<file path="config.mk">
export PLATFORM = sky130hd
export DESIGN_NAME = mapped_timer
export DESIGN_NICKNAME = d
export VERILOG_FILES = /design/src/rtl/timer_pkg.sv /design/src/rtl/timer_prescaler.sv /design/src/rtl/mapped_timer.sv
export SDC_FILE = /design/constraint.sdc
export NUM_CORES = 1
export LEC_CHECK = 0
export CAP_MARGIN = 25
export CORE_AREA = 2 2 69 103
export CTS_CLUSTER_DIAMETER = 50
export DETAILED_ROUTE_END_ITERATION = 12
export DIE_AREA = 0 0 71 105
export GPL_TIMING_DRIVEN = 0
export SKIP_LAST_GASP = 1
export SYNTH_ARGS = -nofsm -noshare
export SYNTH_HDL_FRONTEND = slang
export SYNTH_SLANG_ARGS = --single-unit
</file>
<file path="constraint.sdc">
create_clock -name i_clk -period 2.8 [get_ports i_clk]
set_input_delay 0.42 -clock i_clk [delete_from_list [all_inputs] [get_ports i_clk]]
set_output_delay 0.42 -clock i_clk [all_outputs]
set_load 0.02 [all_outputs]
</file>
<file path="src/rtl/timer_pkg.sv">
// Shared definitions for the memory-mapped timer: register addresses,
// CTRL field positions, reset constants and the CTRL register layout.
package timer_pkg;

    localparam int unsigned DATA_W = 16;
    localparam int unsigned ADDR_W = 2;
    localparam int unsigned PS_W   = 3;

    localparam logic [ADDR_W-1:0] ADDR_CTRL  = 2'b00;
    localparam logic [ADDR_W-1:0] ADDR_COUNT = 2'b01;
    localparam logic [ADDR_W-1:0] ADDR_MAX   = 2'b10;

    localparam int unsigned CTRL_EN     = 0;
    localparam int unsigned CTRL_PS_LSB = 1;
    localparam int unsigned CTRL_PS_MSB = 3;
    localparam int unsigned CTRL_OS     = 4;

    localparam logic [DATA_W-1:0] MAX_RST = 16'hFFFF;

    // CTRL register fields as software sees them (bits [4:0])
    typedef struct packed {
        logic            os;
        logic [PS_W-1:0] ps;
        logic            en;
    } ctrl_t;

endpackage

</file>
<file path="src/rtl/timer_prescaler.sv">
// Power-of-two prescaler for mapped_timer.
// Ports: clk, rstn (sync, active-low), en (count enable), ps (divide select,
// divide by 2^ps), clear (restart from 0), tick (combinational count strobe).
module timer_prescaler
    import timer_pkg::*;
#(
    parameter int unsigned PRE_W = 7
) (
    input  logic            clk,
    input  logic            rstn,
    input  logic            en,
    input  logic [PS_W-1:0] ps,
    input  logic            clear,
    output logic            tick
);

    localparam logic [PRE_W-1:0] ONES = '1;

    logic [PRE_W-1:0] pre;
    logic [PRE_W-1:0] mask;

    // Free-running divider; held at zero while disabled or on a register write
    always_ff @(posedge clk) begin
        if (!rstn) begin
            pre <= '0;
        end else if (clear || !en) begin
            pre <= '0;
        end else begin
            pre <= pre + PRE_W'(1);
        end
    end

    // mask = (1 << ps) - 1, built by shifting zeros into an all-ones word
    assign mask = ~(ONES << ps);
    assign tick = en && ((pre & mask) == mask);

endmodule

</file>
<file path="src/rtl/mapped_timer.sv">
// Memory-mapped 16-bit up-counter timer with a one-cycle wrap interrupt.
// Ports: i_clk, i_rstn (sync, active-low), i_memAddr (register select),
// i_memDataIn / i_memWrEn (register write), o_memDataOut (combinational read
// data), o_intFlag (registered one-cycle wrap pulse).
// Optional one-shot mode (CTRL bit4) is built when MAPPED_TIMER_ONESHOT_EN
// is defined.
module mapped_timer
    import timer_pkg::*;
#(
    parameter int unsigned PRE_W = 7
) (
    input  logic              i_clk,
    input  logic              i_rstn,
    input  logic [ADDR_W-1:0] i_memAddr,
    input  logic [DATA_W-1:0] i_memDataIn,
    input  logic              i_memWrEn,
    output logic [DATA_W-1:0] o_memDataOut,
    output logic              o_intFlag
);

    logic              en;
    logic [PS_W-1:0]   ps;
    logic [DATA_W-1:0] count;
    logic [DATA_W-1:0] max_val;
    logic              int_flag;
    logic              wr_ctrl;
    logic              wr_count;
    logic              wr_max;
    logic              tick;
    logic              wrap;
    ctrl_t             ctrl_rd;
`ifdef MAPPED_TIMER_ONESHOT_EN
    logic              os;
`endif

    assign wr_ctrl  = i_memWrEn && (i_memAddr == ADDR_CTRL);
    assign wr_count = i_memWrEn && (i_memAddr == ADDR_COUNT);
    assign wr_max   = i_memWrEn && (i_memAddr == ADDR_MAX);

    // A software COUNT write on a tick suppresses the wrap
    assign wrap = tick && !wr_count && (count >= max_val);

    timer_prescaler #(
        .PRE_W (PRE_W)
    ) u_prescaler (
        .clk   (i_clk),
        .rstn  (i_rstn),
        .en    (en),
        .ps    (ps),
        .clear (wr_ctrl || wr_count),
        .tick  (tick)
    );

    // CTRL register; a same-cycle software write beats the one-shot auto-clear
    always_ff @(posedge i_clk) begin
        if (!i_rstn) begin
            en <= 1'b0;
            ps <= '0;
`ifdef MAPPED_TIMER_ONESHOT_EN
            os <= 1'b0;
`endif
        end else if (wr_ctrl) begin
            en <= i_memDataIn[CTRL_EN];
            ps <= i_memDataIn[CTRL_PS_MSB:CTRL_PS_LSB];
`ifdef MAPPED_TIMER_ONESHOT_EN
            os <= i_memDataIn[CTRL_OS];
        end else if (wrap && os) begin
            en <= 1'b0;
`endif
        end
    end

    // MAX register; the compare this cycle still sees the old value
    always_ff @(posedge i_clk) begin
        if (!i_rstn) begin
            max_val <= MAX_RST;
        end else if (wr_max) begin
            max_val <= i_memDataIn;
        end
    end

    // Counter and wrap pulse
    always_ff @(posedge i_clk) begin
        if (!i_rstn) begin
            count    <= '0;
            int_flag <= 1'b0;
        end else begin
            int_flag <= wrap;
            if (wr_count) begin
                count <= i_memDataIn;
            end else if (wrap) begin
                count <= '0;
            end else if (tick) begin
                count <= count + DATA_W'(1);
            end
        end
    end

    assign o_intFlag = int_flag;

    // CTRL readback image; unimplemented bits read zero
    always_comb begin
        ctrl_rd    = '0;
        ctrl_rd.en = en;
        ctrl_rd.ps = ps;
`ifdef MAPPED_TIMER_ONESHOT_EN
        ctrl_rd.os = os;
`endif
    end

    // Read mux; no read side effects
    always_comb begin
        o_memDataOut = '0;
        case (i_memAddr)
            ADDR_CTRL:  o_memDataOut = DATA_W'(ctrl_rd);
            ADDR_COUNT: o_memDataOut = count;
            ADDR_MAX:   o_memDataOut = max_val;
            default:    o_memDataOut = '0;
        endcase
    end

endmodule

</file>
==> results of run 1 <==
==> worst paths after layout <==
check	end	slack, ps	cells after the start	startpoint
worst max-delay path	o_memDataOut[12]	110	5	i_memAddr[1]
worst min-delay path	u_prescaler.pre[0]$_SDFF_PP0_	490	1	u_prescaler.pre[0]$_SDFF_PP0_
worst max register to register	count[13]$_SDFFE_PN0P_	300	8	count[0]$_SDFFE_PN0P_
worst min register to register	u_prescaler.pre[0]$_SDFF_PP0_	490	1	u_prescaler.pre[0]$_SDFF_PP0_
==> placed cells by master (no fill, tap or decap), types with 6 or more instances in the layout <==
master,Yosys,layout
sky130_fd_sc_hd__or4_1,6,6
sky130_fd_sc_hd__ha_1,18,18
sky130_fd_sc_hd__a21oi_1,13,13
sky130_fd_sc_hd__inv_1,22,22
sky130_fd_sc_hd__o21ai_1,8,8
sky130_fd_sc_hd__nor2_1,23,23
sky130_fd_sc_hd__dfxtp_1,44,44
sky130_fd_sc_hd__o211ai_1,17,17
sky130_fd_sc_hd__mux2i_1,8,8
sky130_fd_sc_hd__nand2_1,61,61
sky130_fd_sc_hd__nand4_1,6,6
sky130_fd_sc_hd__o21a_1,6,6
sky130_fd_sc_hd__clkbuf_1,20,17
sky130_fd_sc_hd__clkdlybuf4s50_1,0,30
sky130_fd_sc_hd__nand3_1,20,20
sky130_fd_sc_hd__a22o_1,12,12
sky130_fd_sc_hd__a31oi_1,12,12
sky130_fd_sc_hd__o21ai_0,11,11
==> kinds of logic after synthesis <==
kind of cell             Yosys count
AND/OR/NAND/NOR                  147
multiplexers                       8
XOR/XNOR                           5
flip-flops                        44
buffers and inverters             43
AO/OA/AOI/OAI                     93
adder cells (fa/ha/maj)           18
==> area by class of cell <==
class | count | share of cell area, %
clock buffers | 5 | 2.07
repair buffers | 35 | 10.7
multi-input cells | 271 | 51.2
well taps | 76 | 2.86
inverters | 22 | 2.49
clock inverters | 3 | 1.28
plain buffers | 21 | 2.86
flip-flops and latches | 44 | 26.5
==> sequential cells by signal, summed over array words and instances, names as in the netlist <==
signal           count
en                   1
u_prescaler.pre      7
count               16
max_val             16
o_intFlag            1
ps                   3
==> worst reg2reg max path, delay by kind of cell, from the launching register on <==
family | cells | cell delay [ps]
flip-flops | 1 | 450
AO/OA/AOI/OAI | 4 | 930
AND/OR/NAND/NOR | 2 | 690
adder cells (fa/ha/maj) | 1 | 280
buffers and inverters | 1 | 70
==> power groups by stage <==
stage | Clock (W) | Sequential (W) | Combinational (W)
global route | 0.000541 | 0.000713 | 0.000334
finish | 0.000509 | 0.000707 | 0.000300
detailed placement | 0 | 0.000720 | 0.000301
floorplan | 0 | 0.000707 | 0.000188
CTS | 0.000517 | 0.000705 | 0.000303
global placement | 0 | 0.000719 | 0.000299
==> per-layer routing <==
| layer | GRT usage [%] | part of all wire (%) | routed length [um] | up-vias |
|---|---|---|---|---|
| met3 | 2.89 | 3.7 | 301 | 12 |
| met1 | 27.2 | 43 | 3530 | 1287 |
| met4 | 6.60 | 1.6 | 130 | 0 |
| met5 | 0 | 0 | 0 | - |
| met2 | 39.3 | 51 | 4170 | 56 |
| li1 | - | - | - | 1363 |
==> per-stage QoR <==
stage          hold WS, ps  area [um^2]  std cells
3_5_place_dp           479         3190        469
6_report               486         3320        477
5_1_grt                521         3320        477
3_3_place_gp           462         3190        469
4_1_cts                501         3310        477
2_1_floorplan          438         2750        358
==> timing repair <==
item | CTS | global route
hold endpoints to repair | 0 | 0
resized for setup | 8 | 3
endpoints found under the setup margin | 28 | 3
gates cloned | 0 | 0
==> metrics.txt, run 1 <==
outcome finished clean; pwr/cell area 457 mW/mm^2; first-pass GRT wire length 13100 um; area fraction in and, or, nand and nor cells after synthesis 26.0%; worst setup path class in2out; fraction of final layout cells sized beyond drive strength 1 4.49%; cell with the biggest individual delay on the critical path sky130_fd_sc_hd__clkdlybuf4s50_1; most numerous cell in the Yosys netlist sky130_fd_sc_hd__nand2_1; IR drop worst, VDD 0.000234 V; Adder-Cell Fraction of Synth Area 8.20%; Die Y 105 um; post-CTS setup-driven buffer insertion count 0; count of input and output buffers 35; worst setup skew after layout 5.62 ps; Longest Clk Path Bufs 2; required time at the worst-slack endpoint 2380 ps; core region area 0.00653 mm^2; total length of routed wires 8130 um; area taken by flip-flops and latches 881 um^2; average detailed-routed wire length per instance 17.0 um; cell family with most CP delay buffers and inverters; register bit count reported by yosys 44; longest individual stage delay on the worst path 600 ps; TritonCTS clock tree yes; pins over their slew limit 0; count of antenna-violating nets left after detailed routing 0; Mapped Avg Cell Area 7.67 um^2; switching pwr 0.000453 W; count of distinct cell types in the synthesized netlist 41; count of max-cap constraint violations 0; Area contributors post-synth sky130_fd_sc_hd__dfxtp_1 (32%), sky130_fd_sc_hd__nand2_1 (8.3%), sky130_fd_sc_hd__ha_1 (8.2%); share of the yosys chip area belonging to registers 32.1%; clock latency on the worst-skew pair 300 ps; syn nets 397; part of the power in combinational logic 19.8%; post-layout minimum cycle time 2690 ps; relative contribution of the clock network to total power 33.6%; multi-input combinational cell area 0.00170 mm^2; post-synthesis to final-layout area growth 20.9%; combined global-route utilization of all metal layers 22.1%; total number of clock tree sinks 44; Hold Fails Final Rpt 0; mux cell area share after synthesis 2.92%; total chip power 0.00152 W; Post-synth EDFFs 0; fraction of the mapped netlist area in compound gates 23.1%; Yosys Warn Count 0; Starting Density 42.0%; maximum number of pins on one net before global-route repair 15; critical-path maximum fanout 10; number of standard cells after synthesis 358; part of the total power dissipated in sequential elements 46.6%; post-synth top area share 32.1%; CP cell instances clkbuf_1 > nor2b_2 > clkbuf_2 > a22o_1 > clkdlybuf4s50_1; hpwl dp 5940 um; leakage power 1.37 nW; Die X 71 um; number of inserted diodes 0; combinational family with the most area after synthesis simple AND/OR/NAND/NOR gates; setup TNS after final layout 0 ps; worst relative slew slack 36.3%; cell type with the largest total area after synthesis sky130_fd_sc_hd__dfxtp_1; clk slew on worst S/H paths 90 ps; asr flop ratio synth 0%; first drt pass iteration count 4; Finished Core Util 50.8%; worst path arrival time 2270 ps; Hold Buf Count CTS 0; top cells by instance count after synthesis sky130_fd_sc_hd__nand2_1 (61), sky130_fd_sc_hd__dfxtp_1 (44), sky130_fd_sc_hd__nor2_1 (23); Net Sw Frac 29.9%; DP Worst Slack -734 ps; deepest level of the CTS H-tree 2; clock tree root driver cell sky130_fd_sc_hd__clkbuf_8; Final Worst Setup Slack 111 ps; Mapped Area 0.00275 mm^2; type of destination of the critical path output port; Synth Area in XOR/XNOR 1.59%; startpoint class of the critical path input pin; Tcrit/Tclk final 96.0%; number of clock buffers inserted by TritonCTS 5; WP buf/inv 3; predominant post-synthesis flop cell sky130_fd_sc_hd__dfxtp_1; internal power of the cells 0.00106 W; worst min-delay path class reg2reg; number of inserted filler cells in the final layout 656; Avg Vias per Cell 5.70; total congestion overflow after global routing 0; remaining design rule violation count 0; area enclosed by the die boundary 0.00746 mm^2; initial antenna violation count 0; Final setup viols 0; actual slew at the worst max-slew pin 944 ps; Nets 439; DRT iter0 DRCs 169; Top-Level Pins 38; vias in the first global route 2585; routability cong. 0.862; RSZ-0062 raised after global routing no; Highest Clock Rate 0.372 GHz; detailed-route via count 2718; Site Rows 36
No activity file was read; power rests on OpenSTA's default activity.
==> run 2: changes to the inputs <==
--- a/config.mk
+++ b/config.mk
@@ -6,10 +6,10 @@
 export NUM_CORES = 1
 export LEC_CHECK = 0
 export CAP_MARGIN = 25
-export CORE_AREA = 2 2 69 103
+export CORE_AREA = 3 3 70 104
 export CTS_CLUSTER_DIAMETER = 50
 export DETAILED_ROUTE_END_ITERATION = 12
-export DIE_AREA = 0 0 71 105
+export DIE_AREA = 0 0 73 107
 export GPL_TIMING_DRIVEN = 0
 export SKIP_LAST_GASP = 1
 export SYNTH_ARGS = -nofsm -noshare
==> run 2 against run 1 <==
Effect of this change: clock skew grew 3.3 ps; sequential power is essentially flat; die area grew 4.8%; total power shrank 0.36%; via count grew 0.96%; non-clock buffer count is the same; sequential share of layout area is essentially flat; worst hold slack lost 6.6 ps; highest routed layer unchanged.
==> metrics.txt, run 2 (synthesis results as in run 1) <==
Final setup viols 0 (unchanged); routability cong. 0.871 (+1.0%); detailed-route via count 2744 (+0.96%); Net Sw Frac 29.5% (-0.35 points); switching pwr 0.000446 W (-1.5%); cell family with most CP delay buffers and inverters; clock tree root driver cell sky130_fd_sc_hd__clkbuf_8; deepest level of the CTS H-tree 2 (unchanged); leakage power 1.33 nW (-2.4%); highest-count cells in the layout ignoring fill and taps sky130_fd_sc_hd__nand2_1 (61), sky130_fd_sc_hd__dfxtp_1 (44), sky130_fd_sc_hd__clkdlybuf4s50_1 (32); post-synthesis to final-layout area growth 20.8% (about the same); average detailed-routed wire length per instance 17.1 um (+0.57%); worst path arrival time 2220 ps (-50 ps); worst setup path class in2out; Nets 439 (unchanged); most frequent standard cell in the layout excluding fill and tap cells sky130_fd_sc_hd__nand2_1; vias in the first global route 2680 (+3.7%); Site Rows 36 (unchanged); first drt pass iteration count 5 (+1); first-pass GRT wire length 13600 um (+3.4%); CP cell instances clkbuf_1 > nor2b_2 > clkbuf_2 > a22o_1 > clkdlybuf4s50_1; Highest Clock Rate 0.379 GHz (+2.0%); startpoint class of the critical path input pin; core region area 0.00653 mm^2 (unchanged); remaining design rule violation count 0 (unchanged); largest registers in the final layout count (16), max_val (16), u_prescaler.pre (7); internal power of the cells 0.00107 W (+0.13%); pwr/cell area 456 mW/mm^2 (-0.32%); clock latency on the worst-skew pair 300 ps (about the same); DP Worst Slack -677 ps (+56.3 ps); total length of routed wires 8180 um (+0.57%); area enclosed by the die boundary 0.00781 mm^2 (+4.8%); relative contribution of the clock network to total power 33.1% (-0.5 points); count of input and output buffers 35 (unchanged); Hold Buf Count CTS 0 (unchanged); number of clock buffers inserted by TritonCTS 5 (unchanged); Top-Level Pins 38 (unchanged); Hold Fails Final Rpt 0 (unchanged); actual slew at the worst max-slew pin 955 ps (+10.7 ps); combined global-route utilization of all metal layers 22.5% (+0.43 points); Die Y 107 um (+1.9%); Starting Density 42.0% (unchanged); required time at the worst-slack endpoint 2380 ps (about the same); clk slew on worst S/H paths 90 ps (about the same); count of antenna-violating nets left after detailed routing 0 (unchanged); initial antenna violation count 0 (unchanged); hpwl dp 5950 um (+0.20%); Longest Clk Path Bufs 2 (unchanged); post-layout minimum cycle time 2640 ps (-51.9 ps); total chip power 0.00151 W (-0.36%); pins over their slew limit 0 (unchanged); fraction of final layout cells sized beyond drive strength 1 4.74% (+0.25 points); worst min-delay path class reg2reg; Die X 73 um (+2.8%); maximum number of pins on one net before global-route repair 15 (unchanged); number of inserted diodes 0 (unchanged); Avg Vias per Cell 5.75 (+0.96%); Final Worst Setup Slack 163 ps (+51.9 ps); critical-path maximum fanout 10 (unchanged); longest individual stage delay on the worst path 600 ps (about the same); TritonCTS clock tree yes; total number of clock tree sinks 44 (unchanged); worst relative slew slack 35.6% (-0.72 points); DRT iter0 DRCs 194 (+15%); RSZ-0062 raised after global routing no; WP buf/inv 3 (unchanged); worst setup skew after layout 8.93 ps (+3.31 ps); cell with the biggest individual delay on the critical path sky130_fd_sc_hd__clkdlybuf4s50_1; total congestion overflow after global routing 0 (unchanged); Tcrit/Tclk final 94.2% (-1.9 points); outcome finished clean; part of the power in combinational logic 20.1% (+0.3 points); count of max-cap constraint violations 0 (unchanged); IR drop worst, VDD 0.000300 V (+28%); type of destination of the critical path output port; part of the total power dissipated in sequential elements 46.8% (+0.2 points)
==> run 2: path summary, 6_finish.rpt <==
| check | startpoint | to | slack, ps | cells after the start |
|---|---|---|---|---|
| worst max-delay path | i_memAddr[1] | o_memDataOut[14] | 160 | 5 |
| worst min register to register | u_prescaler.pre[0]$_SDFF_PP0_ | u_prescaler.pre[0]$_SDFF_PP0_ | 480 | 1 |
| worst max register to register | count[0]$_SDFFE_PN0P_ | count[13]$_SDFFE_PN0P_ | 230 | 8 |
| worst min-delay path | u_prescaler.pre[0]$_SDFF_PP0_ | u_prescaler.pre[0]$_SDFF_PP0_ | 480 | 1 |
==> run 2: power groups by stage <==
stage / Clock, W / Combinational, W / Sequential [W]
finish: 0.000501 / 0.000304 / 0.000707
global placement: 0 / 0.000299 / 0.000719
detailed placement: 0 / 0.000303 / 0.000720
floorplan: 0 / 0.000188 / 0.000707
CTS: 0.000516 / 0.000305 / 0.000706
global route: 0.000544 / 0.000339 / 0.000712
==> run 2: cell type report <==
cell class / instances / area (um^2)
Buffer: 21 / 103
Clock buffer: 5 / 68.8
Clock inverter: 3 / 42.5
Fill cell: 664 / 3210
Inverter: 22 / 82.6
Multi-Input combinational cell: 271 / 1700
Sequential cell: 44 / 881
Tap cell: 76 / 95.1
Timing Repair Buffer: 35 / 347
==> run 2: routing by layer <==
layer | up-vias | share of wire (%) | track usage [%]
li1 | 1365 | - | -
met4 | 0 | 2.3 | 7.65
met2 | 79 | 51 | 39.1
met5 | - | 0 | 0
met3 | 15 | 4.4 | 2.72
met1 | 1285 | 42 | 27.9
==> run 2: what timing repair did <==
action / CTS / global route
buffers inserted: 0 / 0
gates resized for setup: 10 / 2
pin swaps: 0 / 0
setup endpoints to repair: 26 / 3
gates cloned: 0 / 0
==> run 2: per-stage QoR <==
step           hold WS [ps]  cell area [um^2]  TNS (ps)  instances  utilization [%]
6_report                479              3320         0        477             50.8
5_1_grt                 531              3320         0        477             50.8
4_1_cts                 488              3320         0        477             50.8
3_5_place_dp            465              3190    -13640        469             48.9
3_3_place_gp            459              3190    -13740        469             48.9
2_1_floorplan           438              2750         0        358                -
